File: config.mk
export PLATFORM = sky130hd
export DESIGN_NAME = cp_s1_stride_ram_reader_flat
export DESIGN_NICKNAME = d
export VERILOG_FILES = /design/src/rtl/cp_s1_stride_ram_reader_if.sv /design/src/rtl/cp_s1_stride_ram_reader.sv /design/src/flat_wrapper.sv
export SDC_FILE = /design/constraint.sdc
export NUM_CORES = 2
export LEC_CHECK = 0
export ABC_AREA = 1
export CORE_UTILIZATION = 45
export CTS_CLUSTER_SIZE = 10
export DETAILED_ROUTE_END_ITERATION = 10
export PLACE_DENSITY = 0.68
export SLEW_MARGIN = 20
export SYNTH_ARGS = -nofsm -noshare
export SYNTH_HDL_FRONTEND = slang
export SYNTH_SLANG_ARGS = --single-unit
File: constraint.sdc
create_clock -name clk_200m -period 9.6 [get_ports clk_200m]
set_input_delay 0.96 -clock clk_200m [delete_from_list [all_inputs] [get_ports clk_200m]]
set_output_delay 0.96 -clock clk_200m [all_outputs]
set_load 0.01 [all_outputs]
File: src/rtl/cp_s1_stride_ram_reader_if.sv
// Stream and RAM-read bus bundle for the stage-1 stride RAM reader.
// master: the reader (drives RAM address/enable and the output stream).
// slave:  the surrounding RAM and downstream consumer.
interface cp_s1_stride_ram_reader_if #(
    parameter int unsigned ADDR_WIDTH     = 32,
    parameter int unsigned READ_RAM_WIDTH = 128
);
    logic [ADDR_WIDTH-1:0]     o_m0_rd_addr;
    logic                      o_m0_rd_en;
    logic [READ_RAM_WIDTH-1:0] i_m0_rd_data;
    logic [READ_RAM_WIDTH-1:0] o_data;
    logic                      o_data_valid;
    logic                      i_data_ready;
    logic                      o_data_last;
    logic                      o_frame_last;

    modport master (
        output o_m0_rd_addr,
        output o_m0_rd_en,
        input  i_m0_rd_data,
        output o_data,
        output o_data_valid,
        input  i_data_ready,
        output o_data_last,
        output o_frame_last
    );

    modport slave (
        input  o_m0_rd_addr,
        input  o_m0_rd_en,
        output i_m0_rd_data,
        input  o_data,
        input  o_data_valid,
        output i_data_ready,
        input  o_data_last,
        input  o_frame_last
    );
endinterface

File: src/rtl/cp_s1_stride_ram_reader.sv
// Multi-chirp strided RAM reader with credit-controlled skid FIFO.
// Issues wrap-around strided reads over a fixed-latency RAM, repeats the sweep
// per chirp with an optional idle gap, and streams the returned words out with
// last/frame_last tags under valid/ready backpressure.
// Optional macro CP_S1_RD_STATS_EN adds o_stall_cnt (saturating stall counter).
module cp_s1_stride_ram_reader #(
    parameter int unsigned DELAY_DATA_ARRIVE = 2,
    parameter int unsigned READ_RAM_WIDTH    = 128,
    parameter int unsigned ADDR_WIDTH        = 32,
    parameter int unsigned RAM_DEPTH         = 1024,
    parameter int unsigned CNT_WIDTH         = 16,
    parameter int unsigned FIFO_DEPTH        = 8
) (
    input  logic                  clk_200m,
    input  logic                  rst_n,
    input  logic                  i_start,
    input  logic [ADDR_WIDTH-1:0] i_init_addr,
    input  logic [ADDR_WIDTH-1:0] i_add_addr,
    input  logic [CNT_WIDTH-1:0]  i_data_num,
    input  logic [CNT_WIDTH-1:0]  i_chirp_num,
    input  logic [CNT_WIDTH-1:0]  i_interval,
    output logic                  o_busy,
    output logic                  o_done,
`ifdef CP_S1_RD_STATS_EN
    output logic [31:0]           o_stall_cnt,
`endif
    cp_s1_stride_ram_reader_if.master bus
);

    localparam int unsigned D     = DELAY_DATA_ARRIVE;
    localparam int unsigned OCC_W = $clog2(2 * FIFO_DEPTH + 1);
    localparam int unsigned PTR_W = (FIFO_DEPTH > 1) ? $clog2(FIFO_DEPTH) : 1;
    localparam int unsigned SUM_W = ADDR_WIDTH + 1;

    localparam logic [ADDR_WIDTH-1:0] DEPTH_A      = ADDR_WIDTH'(RAM_DEPTH);
    localparam logic [SUM_W-1:0]      DEPTH_S      = SUM_W'(RAM_DEPTH);
    localparam logic [OCC_W-1:0]      FIFO_DEPTH_O = OCC_W'(FIFO_DEPTH);
    localparam logic [PTR_W-1:0]      PTR_LAST     = PTR_W'(FIFO_DEPTH - 1);

    typedef struct packed {
        logic [READ_RAM_WIDTH-1:0] data;
        logic                      last;
        logic                      frame_last;
    } word_t;

    typedef enum logic [2:0] {
        S_IDLE,
        S_RUN,
        S_GAP,
        S_DRAIN,
        S_DONE
    } state_t;

    state_t                state_q;
    logic [ADDR_WIDTH-1:0] cfg_init_q;
    logic [ADDR_WIDTH-1:0] cfg_stride_q;
    logic [CNT_WIDTH-1:0]  cfg_data_num_q;
    logic [CNT_WIDTH-1:0]  cfg_chirp_num_q;
    logic [CNT_WIDTH-1:0]  cfg_interval_q;
    logic [ADDR_WIDTH-1:0] addr_q;
    logic [CNT_WIDTH-1:0]  word_cnt_q;
    logic [CNT_WIDTH-1:0]  chirp_cnt_q;
    logic [CNT_WIDTH-1:0]  gap_cnt_q;
    logic                  rd_en_q;
    logic [ADDR_WIDTH-1:0] rd_addr_q;
    logic                  iss_last_q;
    logic                  iss_flast_q;
    logic                  busy_q;
    logic                  done_q;

    logic [D-1:0]          pipe_en_q;
    logic [D-1:0]          pipe_last_q;
    logic [D-1:0]          pipe_flast_q;

    word_t                 mem [FIFO_DEPTH];
    logic [PTR_W-1:0]      wr_ptr_q;
    logic [PTR_W-1:0]      rd_ptr_q;
    logic [OCC_W-1:0]      mem_cnt_q;
    word_t                 out_q;
    logic                  out_valid_q;

    logic [OCC_W-1:0]      inflight_c;
    logic [OCC_W-1:0]      fifo_total_c;
    logic                  issue_c;
    logic                  pop_c;
    logic                  out_free_c;
    logic                  wr_c;
    word_t                 wr_word_c;
    logic                  mem_push_c;
    logic                  mem_pop_c;
    logic                  drain_done_c;
    logic                  word_last_c;
    logic                  chirp_last_c;
    logic [SUM_W-1:0]      sum_c;
    logic [ADDR_WIDTH-1:0] next_addr_c;
    logic [ADDR_WIDTH-1:0] init_mod_c;

    // Outstanding reads: the one on the RAM port plus those in the latency pipe.
    always_comb begin
        inflight_c = OCC_W'(rd_en_q);
        for (int i = 0; i < int'(D); i++) begin
            inflight_c = inflight_c + OCC_W'(pipe_en_q[i]);
        end
    end

    // Credit check, handshake and FIFO steering decisions.
    always_comb begin
        fifo_total_c = mem_cnt_q + OCC_W'(out_valid_q);
        issue_c      = (state_q == S_RUN) && ((fifo_total_c + inflight_c) < FIFO_DEPTH_O);
        pop_c        = out_valid_q && bus.i_data_ready;
        out_free_c   = !out_valid_q || pop_c;
        wr_c         = pipe_en_q[D-1];
        wr_word_c    = '{data: bus.i_m0_rd_data, last: pipe_last_q[D-1], frame_last: pipe_flast_q[D-1]};
        mem_pop_c    = out_free_c && (mem_cnt_q != '0);
        mem_push_c   = wr_c && !(out_free_c && (mem_cnt_q == '0));
        drain_done_c = (inflight_c == '0) &&
                       ((fifo_total_c == '0) || ((fifo_total_c == OCC_W'(1)) && pop_c));
    end

    // Address stepping with single-subtract wrap, and chirp position flags.
    always_comb begin
        sum_c        = {1'b0, addr_q} + {1'b0, cfg_stride_q};
        next_addr_c  = (sum_c >= DEPTH_S) ? ADDR_WIDTH'(sum_c - DEPTH_S) : ADDR_WIDTH'(sum_c);
        init_mod_c   = i_init_addr % DEPTH_A;
        word_last_c  = (word_cnt_q == (cfg_data_num_q - CNT_WIDTH'(1)));
        chirp_last_c = (chirp_cnt_q == (cfg_chirp_num_q - CNT_WIDTH'(1)));
    end

    // Control FSM with registered RAM-port and status outputs.
    always_ff @(posedge clk_200m or negedge rst_n) begin
        if (!rst_n) begin
            state_q         <= S_IDLE;
            cfg_init_q      <= '0;
            cfg_stride_q    <= '0;
            cfg_data_num_q  <= '0;
            cfg_chirp_num_q <= '0;
            cfg_interval_q  <= '0;
            addr_q          <= '0;
            word_cnt_q      <= '0;
            chirp_cnt_q     <= '0;
            gap_cnt_q       <= '0;
            rd_en_q         <= 1'b0;
            rd_addr_q       <= '0;
            iss_last_q      <= 1'b0;
            iss_flast_q     <= 1'b0;
            busy_q          <= 1'b0;
            done_q          <= 1'b0;
        end else begin
            rd_en_q <= issue_c;
            done_q  <= 1'b0;
            if (issue_c) begin
                rd_addr_q   <= addr_q;
                iss_last_q  <= word_last_c;
                iss_flast_q <= word_last_c && chirp_last_c;
            end
            case (state_q)
                S_IDLE: begin
                    if (i_start) begin
                        cfg_init_q      <= init_mod_c;
                        cfg_stride_q    <= i_add_addr;
                        cfg_data_num_q  <= i_data_num;
                        cfg_chirp_num_q <= (i_chirp_num == '0) ? CNT_WIDTH'(1) : i_chirp_num;
                        cfg_interval_q  <= i_interval;
                        addr_q          <= init_mod_c;
                        word_cnt_q      <= '0;
                        chirp_cnt_q     <= '0;
                        if (i_data_num == '0) begin
                            state_q <= S_DONE;
                            busy_q  <= 1'b0;
                            done_q  <= 1'b1;
                        end else begin
                            state_q <= S_RUN;
                            busy_q  <= 1'b1;
                        end
                    end
                end
                S_RUN: begin
                    if (issue_c) begin
                        if (word_last_c) begin
                            word_cnt_q <= '0;
                            addr_q     <= cfg_init_q;
                            if (chirp_last_c) begin
                                state_q <= S_DRAIN;
                            end else begin
                                chirp_cnt_q <= chirp_cnt_q + CNT_WIDTH'(1);
                                if (cfg_interval_q != '0) begin
                                    state_q   <= S_GAP;
                                    gap_cnt_q <= cfg_interval_q;
                                end
                            end
                        end else begin
                            word_cnt_q <= word_cnt_q + CNT_WIDTH'(1);
                            addr_q     <= next_addr_c;
                        end
                    end
                end
                S_GAP: begin
                    if (gap_cnt_q == CNT_WIDTH'(1)) begin
                        state_q <= S_RUN;
                    end else begin
                        gap_cnt_q <= gap_cnt_q - CNT_WIDTH'(1);
                    end
                end
                S_DRAIN: begin
                    if (drain_done_c) begin
                        state_q <= S_DONE;
                        busy_q  <= 1'b0;
                        done_q  <= 1'b1;
                    end
                end
                S_DONE: begin
                    state_q <= S_IDLE;
                end
                default: begin
                    state_q <= S_IDLE;
                end
            endcase
        end
    end

    // RAM latency pipe: enable and issue-time tags travel with each read.
    always_ff @(posedge clk_200m or negedge rst_n) begin
        if (!rst_n) begin
            pipe_en_q    <= '0;
            pipe_last_q  <= '0;
            pipe_flast_q <= '0;
        end else begin
            pipe_en_q    <= D'({pipe_en_q, rd_en_q});
            pipe_last_q  <= D'({pipe_last_q, iss_last_q});
            pipe_flast_q <= D'({pipe_flast_q, iss_flast_q});
        end
    end

    // Skid FIFO storage (payload only, no reset needed).
    always_ff @(posedge clk_200m) begin
        if (mem_push_c) begin
            mem[wr_ptr_q] <= wr_word_c;
        end
    end

    // Skid FIFO pointers/count and registered output stage with bypass when empty.
    always_ff @(posedge clk_200m or negedge rst_n) begin
        if (!rst_n) begin
            wr_ptr_q    <= '0;
            rd_ptr_q    <= '0;
            mem_cnt_q   <= '0;
            out_q       <= '0;
            out_valid_q <= 1'b0;
        end else begin
            if (mem_push_c) begin
                wr_ptr_q <= (wr_ptr_q == PTR_LAST) ? '0 : wr_ptr_q + PTR_W'(1);
            end
            if (mem_pop_c) begin
                rd_ptr_q <= (rd_ptr_q == PTR_LAST) ? '0 : rd_ptr_q + PTR_W'(1);
            end
            case ({mem_push_c, mem_pop_c})
                2'b10:   mem_cnt_q <= mem_cnt_q + OCC_W'(1);
                2'b01:   mem_cnt_q <= mem_cnt_q - OCC_W'(1);
                default: mem_cnt_q <= mem_cnt_q;
            endcase
            if (out_free_c) begin
                if (mem_pop_c) begin
                    out_q       <= mem[rd_ptr_q];
                    out_valid_q <= 1'b1;
                end else if (wr_c) begin
                    out_q       <= wr_word_c;
                    out_valid_q <= 1'b1;
                end else begin
                    out_q       <= '0;
                    out_valid_q <= 1'b0;
                end
            end
        end
    end

`ifdef CP_S1_RD_STATS_EN
    logic [31:0] stall_cnt_q;

    // Saturating count of cycles where a word waits on downstream ready.
    always_ff @(posedge clk_200m or negedge rst_n) begin
        if (!rst_n) begin
            stall_cnt_q <= '0;
        end else if ((state_q == S_IDLE) && i_start) begin
            stall_cnt_q <= '0;
        end else if (out_valid_q && !bus.i_data_ready && (stall_cnt_q != '1)) begin
            stall_cnt_q <= stall_cnt_q + 32'd1;
        end
    end

    assign o_stall_cnt = stall_cnt_q;
`endif

    assign bus.o_m0_rd_addr = rd_addr_q;
    assign bus.o_m0_rd_en   = rd_en_q;
    assign bus.o_data       = out_q.data;
    assign bus.o_data_valid = out_valid_q;
    assign bus.o_data_last  = out_q.last;
    assign bus.o_frame_last = out_q.frame_last;
    assign o_busy           = busy_q;
    assign o_done           = done_q;

endmodule

File: src/flat_wrapper.sv
// flat-port wrapper written by rule: the top's interface ports become plain ports
module cp_s1_stride_ram_reader_flat 
#(
    parameter int unsigned DELAY_DATA_ARRIVE = 2,
    parameter int unsigned READ_RAM_WIDTH    = 128,
    parameter int unsigned ADDR_WIDTH        = 32,
    parameter int unsigned RAM_DEPTH         = 1024,
    parameter int unsigned CNT_WIDTH         = 16,
    parameter int unsigned FIFO_DEPTH        = 8
)
  (clk_200m, rst_n, i_start, i_init_addr, i_add_addr, i_data_num, i_chirp_num, i_interval, o_busy, o_done, bus_o_m0_rd_addr, bus_o_m0_rd_en, bus_i_m0_rd_data, bus_o_data, bus_o_data_valid, bus_i_data_ready, bus_o_data_last, bus_o_frame_last);
  cp_s1_stride_ram_reader_if #(.ADDR_WIDTH(ADDR_WIDTH), .READ_RAM_WIDTH(READ_RAM_WIDTH)) bus_i ();
  input  logic clk_200m;
  input  logic rst_n;
  input  logic i_start;
  input  logic [ADDR_WIDTH-1:0] i_init_addr;
  input  logic [ADDR_WIDTH-1:0] i_add_addr;
  input  logic [CNT_WIDTH-1:0] i_data_num;
  input  logic [CNT_WIDTH-1:0] i_chirp_num;
  input  logic [CNT_WIDTH-1:0] i_interval;
  output logic o_busy;
  output logic o_done;
  output wire logic [$bits(bus_i.o_m0_rd_addr)-1:0] bus_o_m0_rd_addr;
  output wire logic [$bits(bus_i.o_m0_rd_en)-1:0] bus_o_m0_rd_en;
  input wire logic [$bits(bus_i.i_m0_rd_data)-1:0] bus_i_m0_rd_data;
  output wire logic [$bits(bus_i.o_data)-1:0] bus_o_data;
  output wire logic [$bits(bus_i.o_data_valid)-1:0] bus_o_data_valid;
  input wire logic [$bits(bus_i.i_data_ready)-1:0] bus_i_data_ready;
  output wire logic [$bits(bus_i.o_data_last)-1:0] bus_o_data_last;
  output wire logic [$bits(bus_i.o_frame_last)-1:0] bus_o_frame_last;
  assign bus_o_m0_rd_addr = bus_i.o_m0_rd_addr;
  assign bus_o_m0_rd_en = bus_i.o_m0_rd_en;
  assign bus_i.i_m0_rd_data = bus_i_m0_rd_data;
  assign bus_o_data = bus_i.o_data;
  assign bus_o_data_valid = bus_i.o_data_valid;
  assign bus_i.i_data_ready = bus_i_data_ready;
  assign bus_o_data_last = bus_i.o_data_last;
  assign bus_o_frame_last = bus_i.o_frame_last;
  cp_s1_stride_ram_reader #(.DELAY_DATA_ARRIVE(DELAY_DATA_ARRIVE), .READ_RAM_WIDTH(READ_RAM_WIDTH), .ADDR_WIDTH(ADDR_WIDTH), .RAM_DEPTH(RAM_DEPTH), .CNT_WIDTH(CNT_WIDTH), .FIFO_DEPTH(FIFO_DEPTH)) u_core (.clk_200m(clk_200m), .rst_n(rst_n), .i_start(i_start), .i_init_addr(i_init_addr), .i_add_addr(i_add_addr), .i_data_num(i_data_num), .i_chirp_num(i_chirp_num), .i_interval(i_interval), .o_busy(o_busy), .o_done(o_done), .bus(bus_i));
endmodule
==> summary.md <==
| Metric | Value |
|---|---|
| Status | `finished clean` |
| Drt pass-1 iters | `6` |
| Tmin final | `between 5 and 6 ns` |
| Critical path arrival | `5.78 ns` |
| First-pass GRT wire length | `244 mm` |
| Post-Synth XOR/XNOR Area | `under 10%` |
| Most common cell after layout, fill and taps aside | `edfxtp_1` |
| Number of flops mapped to enable cells by yosys | `roughly 1.0k` |
| Worst endpoint required time | `approximately 10 ns` |
| Fin nets | `6,004` |
| IR drop worst, VDD | `~0.23 mV` |
| Leak Pwr | `25.6 nW` |
| Min-Delay Path Class | `input port to asynchronous set/reset pin` |
| Vias | `around 42k` |
| R2r setup slk | `4.51 ns` |
| Total of max-cap violations | `0` |
| GRT overflow | `0` |
| Resize count post-CTS | `0` |
| Filler instances | `about 11k` |
| Root Driver | `clkbuf_16` |
| Worst Setup Start Kind | `flop` |
| Critical path capture point type | `flop` |
| Initial core utilization | `45.4%` |
| Starting DRT DRC Count | `slightly below 4k` |
| CTS Buf Count | `roughly 160` |
| Max Slew Vio Count | `0` |
| Non-Filler Instances | `between 7k and 8k` |
| Remaining DRCs | `0` |
| Row Count | `between 100 and 150` |
| Clk buf depth | `3` |
| Number of H-tree levels | `4` |
| Post-DRT Antenna Nets | `0` |
| Critical path peak fanout | `36` |
| Ys flop type | `edfxtp_1` |
| CP peak stage delay | `around 0.73 ns` |
| Final WL | `between 150 and 200 mm` |
| FF+latch count, synth | `between 1k and 1.5k` |
| Die area | `between 100,000 and 150,000 um2` |
| Layout cells sized above 1 | `5.54%` |
| Dpl cells | `between 7k and 8k` |
| Most frequent cells in the layout | `edfxtp_1, nor2_1, nand2_1, o21ai_0, clkdlybuf4s50_1` |
| Post-synthesis adder-cell area fraction | `under 10%` |
| Antenna violations before repair | `21` |
| Sequential area share after synthesis | `67.4%` |
| TNS Setup | `0 ns` |
| Die width | `between 300 and 400 um` |
| Max Freq | `0.197 GHz` |
| WHS | `0.156 ns` |
| GRT Util Overall | `23.5%` |
| Syn_nets | `5,714` |
| R2R Path Start | `u_core.pipe_en_q[1]` |
| Kind of critical path | `flop to flop` |
| Reg2reg end | `u_core.chirp_cnt_q[3]` |
| Clock Sinks | `between 1k and 1.5k` |
| CTS tree | `done` |
| Core Area | `about 130,000 um2` |
| Mux share of post-synthesis cell area | `0.0189%` |
| Post-Synth Simple-Gate Area | `approximately an eighth` |
| Final Util | `about 53%` |
| Critical path, cell by cell | `fa_1 -> ha_1 -> a31o_2 -> a21oi_1 -> mux2_2 -> nor2_2 -> buf_4 -> nor2_2 -> buf_4 -> inv_1 -> nand3_2 -> o21ai_0` |
| Ys Warns | `0` |
| Hold Buf Count CTS | `0` |
| Final Cycle Share | `a little over half` |
| Cells after synthesis | `between 5k and 6k` |
| Synth cell types | `53` |
| Ports | `410` |
| Number of global-route vias before repair | `approximately 42k` |
| WL per Instance | `21.1 um` |
| Main combinational cell family by area after synthesis | `simple AND/OR/NAND/NOR gates` |
| Setup Fix Bufs, Post-CTS | `0` |
| Die height | `366 um` |
| Total power | `21.8 mW` |
| Port buffer count | `~390` |
| Synthesized area | `~60,000 um2` |
| Hold Vio Cnt, Final | `0` |
| Worst-margin pin slew | `~1.2 ns` |
| Via density | `about 5.6` |
| Final setup fails | `0` |
| Clock Latency Late Sink | `~0.80 ns` |
| Syn_area_per_cell | `about 11 um2` |
| Final worst clock skew | `0.0309 ns` |
| GPL Wtd Cong | `approximately 0.90` |
| Async SR Flop Fraction | `roughly 26%` |
| P per Cell Area | `just over 300 nW/um2` |
| Post-synthesis compound-gate area fraction | `between 10 and 15%` |
| RSZ-0062 raised after global routing | `no` |
| Hpwl dp | `around 89 mm` |
| Cells on worst reg2reg path | `12` |
| Synthesis-to-finish area growth | `17.4%` |
| Clk slew on worst S/H paths | `approximately 0.06 ns` |
| Critical Path Slowest Stage Cell | `inv_1` |
| Relative slew slack | `a little under a quarter` |
| Largest net degree at the start of global routing | `a little over 200` |
==> how the worst max path moves through the flow <==
stage	from	to	slack (ns)
floorplan	bus_i_data_ready	u_core.mem[1][0]	1.67
global placement	u_core.pipe_en_q[1]	u_core.chirp_cnt_q[1]	4.55
detailed placement	u_core.pipe_en_q[1]	u_core.chirp_cnt_q[2]	4.48
CTS	u_core.pipe_en_q[1]	u_core.chirp_cnt_q[3]	4.49
global route	u_core.pipe_en_q[1]	u_core.chirp_cnt_q[3]	4.15
finish	u_core.pipe_en_q[1]	u_core.chirp_cnt_q[3]	4.51
==> sequential cells by signal, summed over array words and instances (netlist names), 2 cells and up <==
signal	flops
u_core.bus.o_m0_rd_addr	32
u_core.cfg_init_q	10
u_core.pipe_flast_q	2
u_core.pipe_last_q	2
u_core.gap_cnt_q	16
u_core.mem_cnt_q	5
u_core.cfg_data_num_q	16
u_core.mem	1040
u_core.addr_q	32
u_core.wr_ptr_q	3
u_core.cfg_stride_q	32
u_core.pipe_en_q	2
u_core.bus.o_data	128
u_core.rd_ptr_q	3
u_core.word_cnt_q	16
u_core.cfg_chirp_num_q	16
u_core.chirp_cnt_q	16
u_core.state_q	3
u_core.cfg_interval_q	16
==> cell usage after synthesis (12+ instances only) <==
cell type,count,area (um2)
o211ai_1,130,976
inv_1,277,1040
nor3_1,32,160
xnor2_1,21,184
buf_1,12,45.0
o21ai_0,628,3140
nand3_1,146,731
nor2_1,835,3130
a21oi_1,286,1430
xor2_1,59,517
nand4_1,54,338
edfxtp_1,1040,31200
nor4_1,15,93.8
ha_1,55,688
nand2_1,789,2960
o221ai_1,132,1160
o22ai_1,134,838
clkbuf_1,283,1060
nand3b_1,14,105
dfrtp_1,358,8960
==> critical path: cells and delay by family (launching register included) <==
family | cells | cell delay, ns
compound gates | 3 | 0.72
fa+ha+maj | 2 | 0.89
buf+inv | 3 | 1.36
flops | 1 | 0.72
mux | 1 | 0.42
simple gates | 3 | 0.85
==> report_power, final <==
| group | switching, mW | total [mW] | internal, mW |
|---|---|---|---|
| logic | 5.18 | 7.95 | 2.77 |
| clock network | 2.40 | 5.68 | 3.28 |
| registers | 0.683 | 8.13 | 7.45 |
==> kinds of logic after synthesis <==
logic type               after synthesis
flip-flops                          1398
AO/OA/AOI/OAI                       1337
XOR/XNOR                              83
adder cells (fa/ha/maj)               58
multiplexers                           1
AND/OR/NAND/NOR                     1934
buffers and inverters                601
==> stage by stage <==
| stage | area [um2] | setup WS, ns |
|---|---|---|
| 4_1_cts | 70000 | 4.49 |
| 3_3_place_gp | 65200 | 4.55 |
| 5_1_grt | 70000 | 4.15 |
| 3_5_place_dp | 65200 | 4.48 |
| 2_1_floorplan | 59600 | 1.67 |
| 6_report | 70000 | 4.51 |
==> layer usage <==
| layer | part of all wire, % | track usage, % | routed length, um |
|---|---|---|---|
| met1 | 42 | 31.8 | 67500 |
| met4 | 2.7 | 8.01 | 4310 |
| met2 | 47 | 37.8 | 75700 |
| met5 | 0.11 | 0 | 172 |
| met3 | 7.6 | 5.02 | 12100 |
==> cell type report <==
class,count,area [um2],area share [%]
diodes,4,10.0,0.0143
clock buffers,272,4540,6.48
clock inverters,17,318,0.454
inverters,290,1120,1.59
multi-input cells,3413,17300,24.6
flip-flops and latches,1398,40200,57.4
well taps,1755,2200,3.14
repair buffers,438,4410,6.30
(Power assumes the default switching activity.)
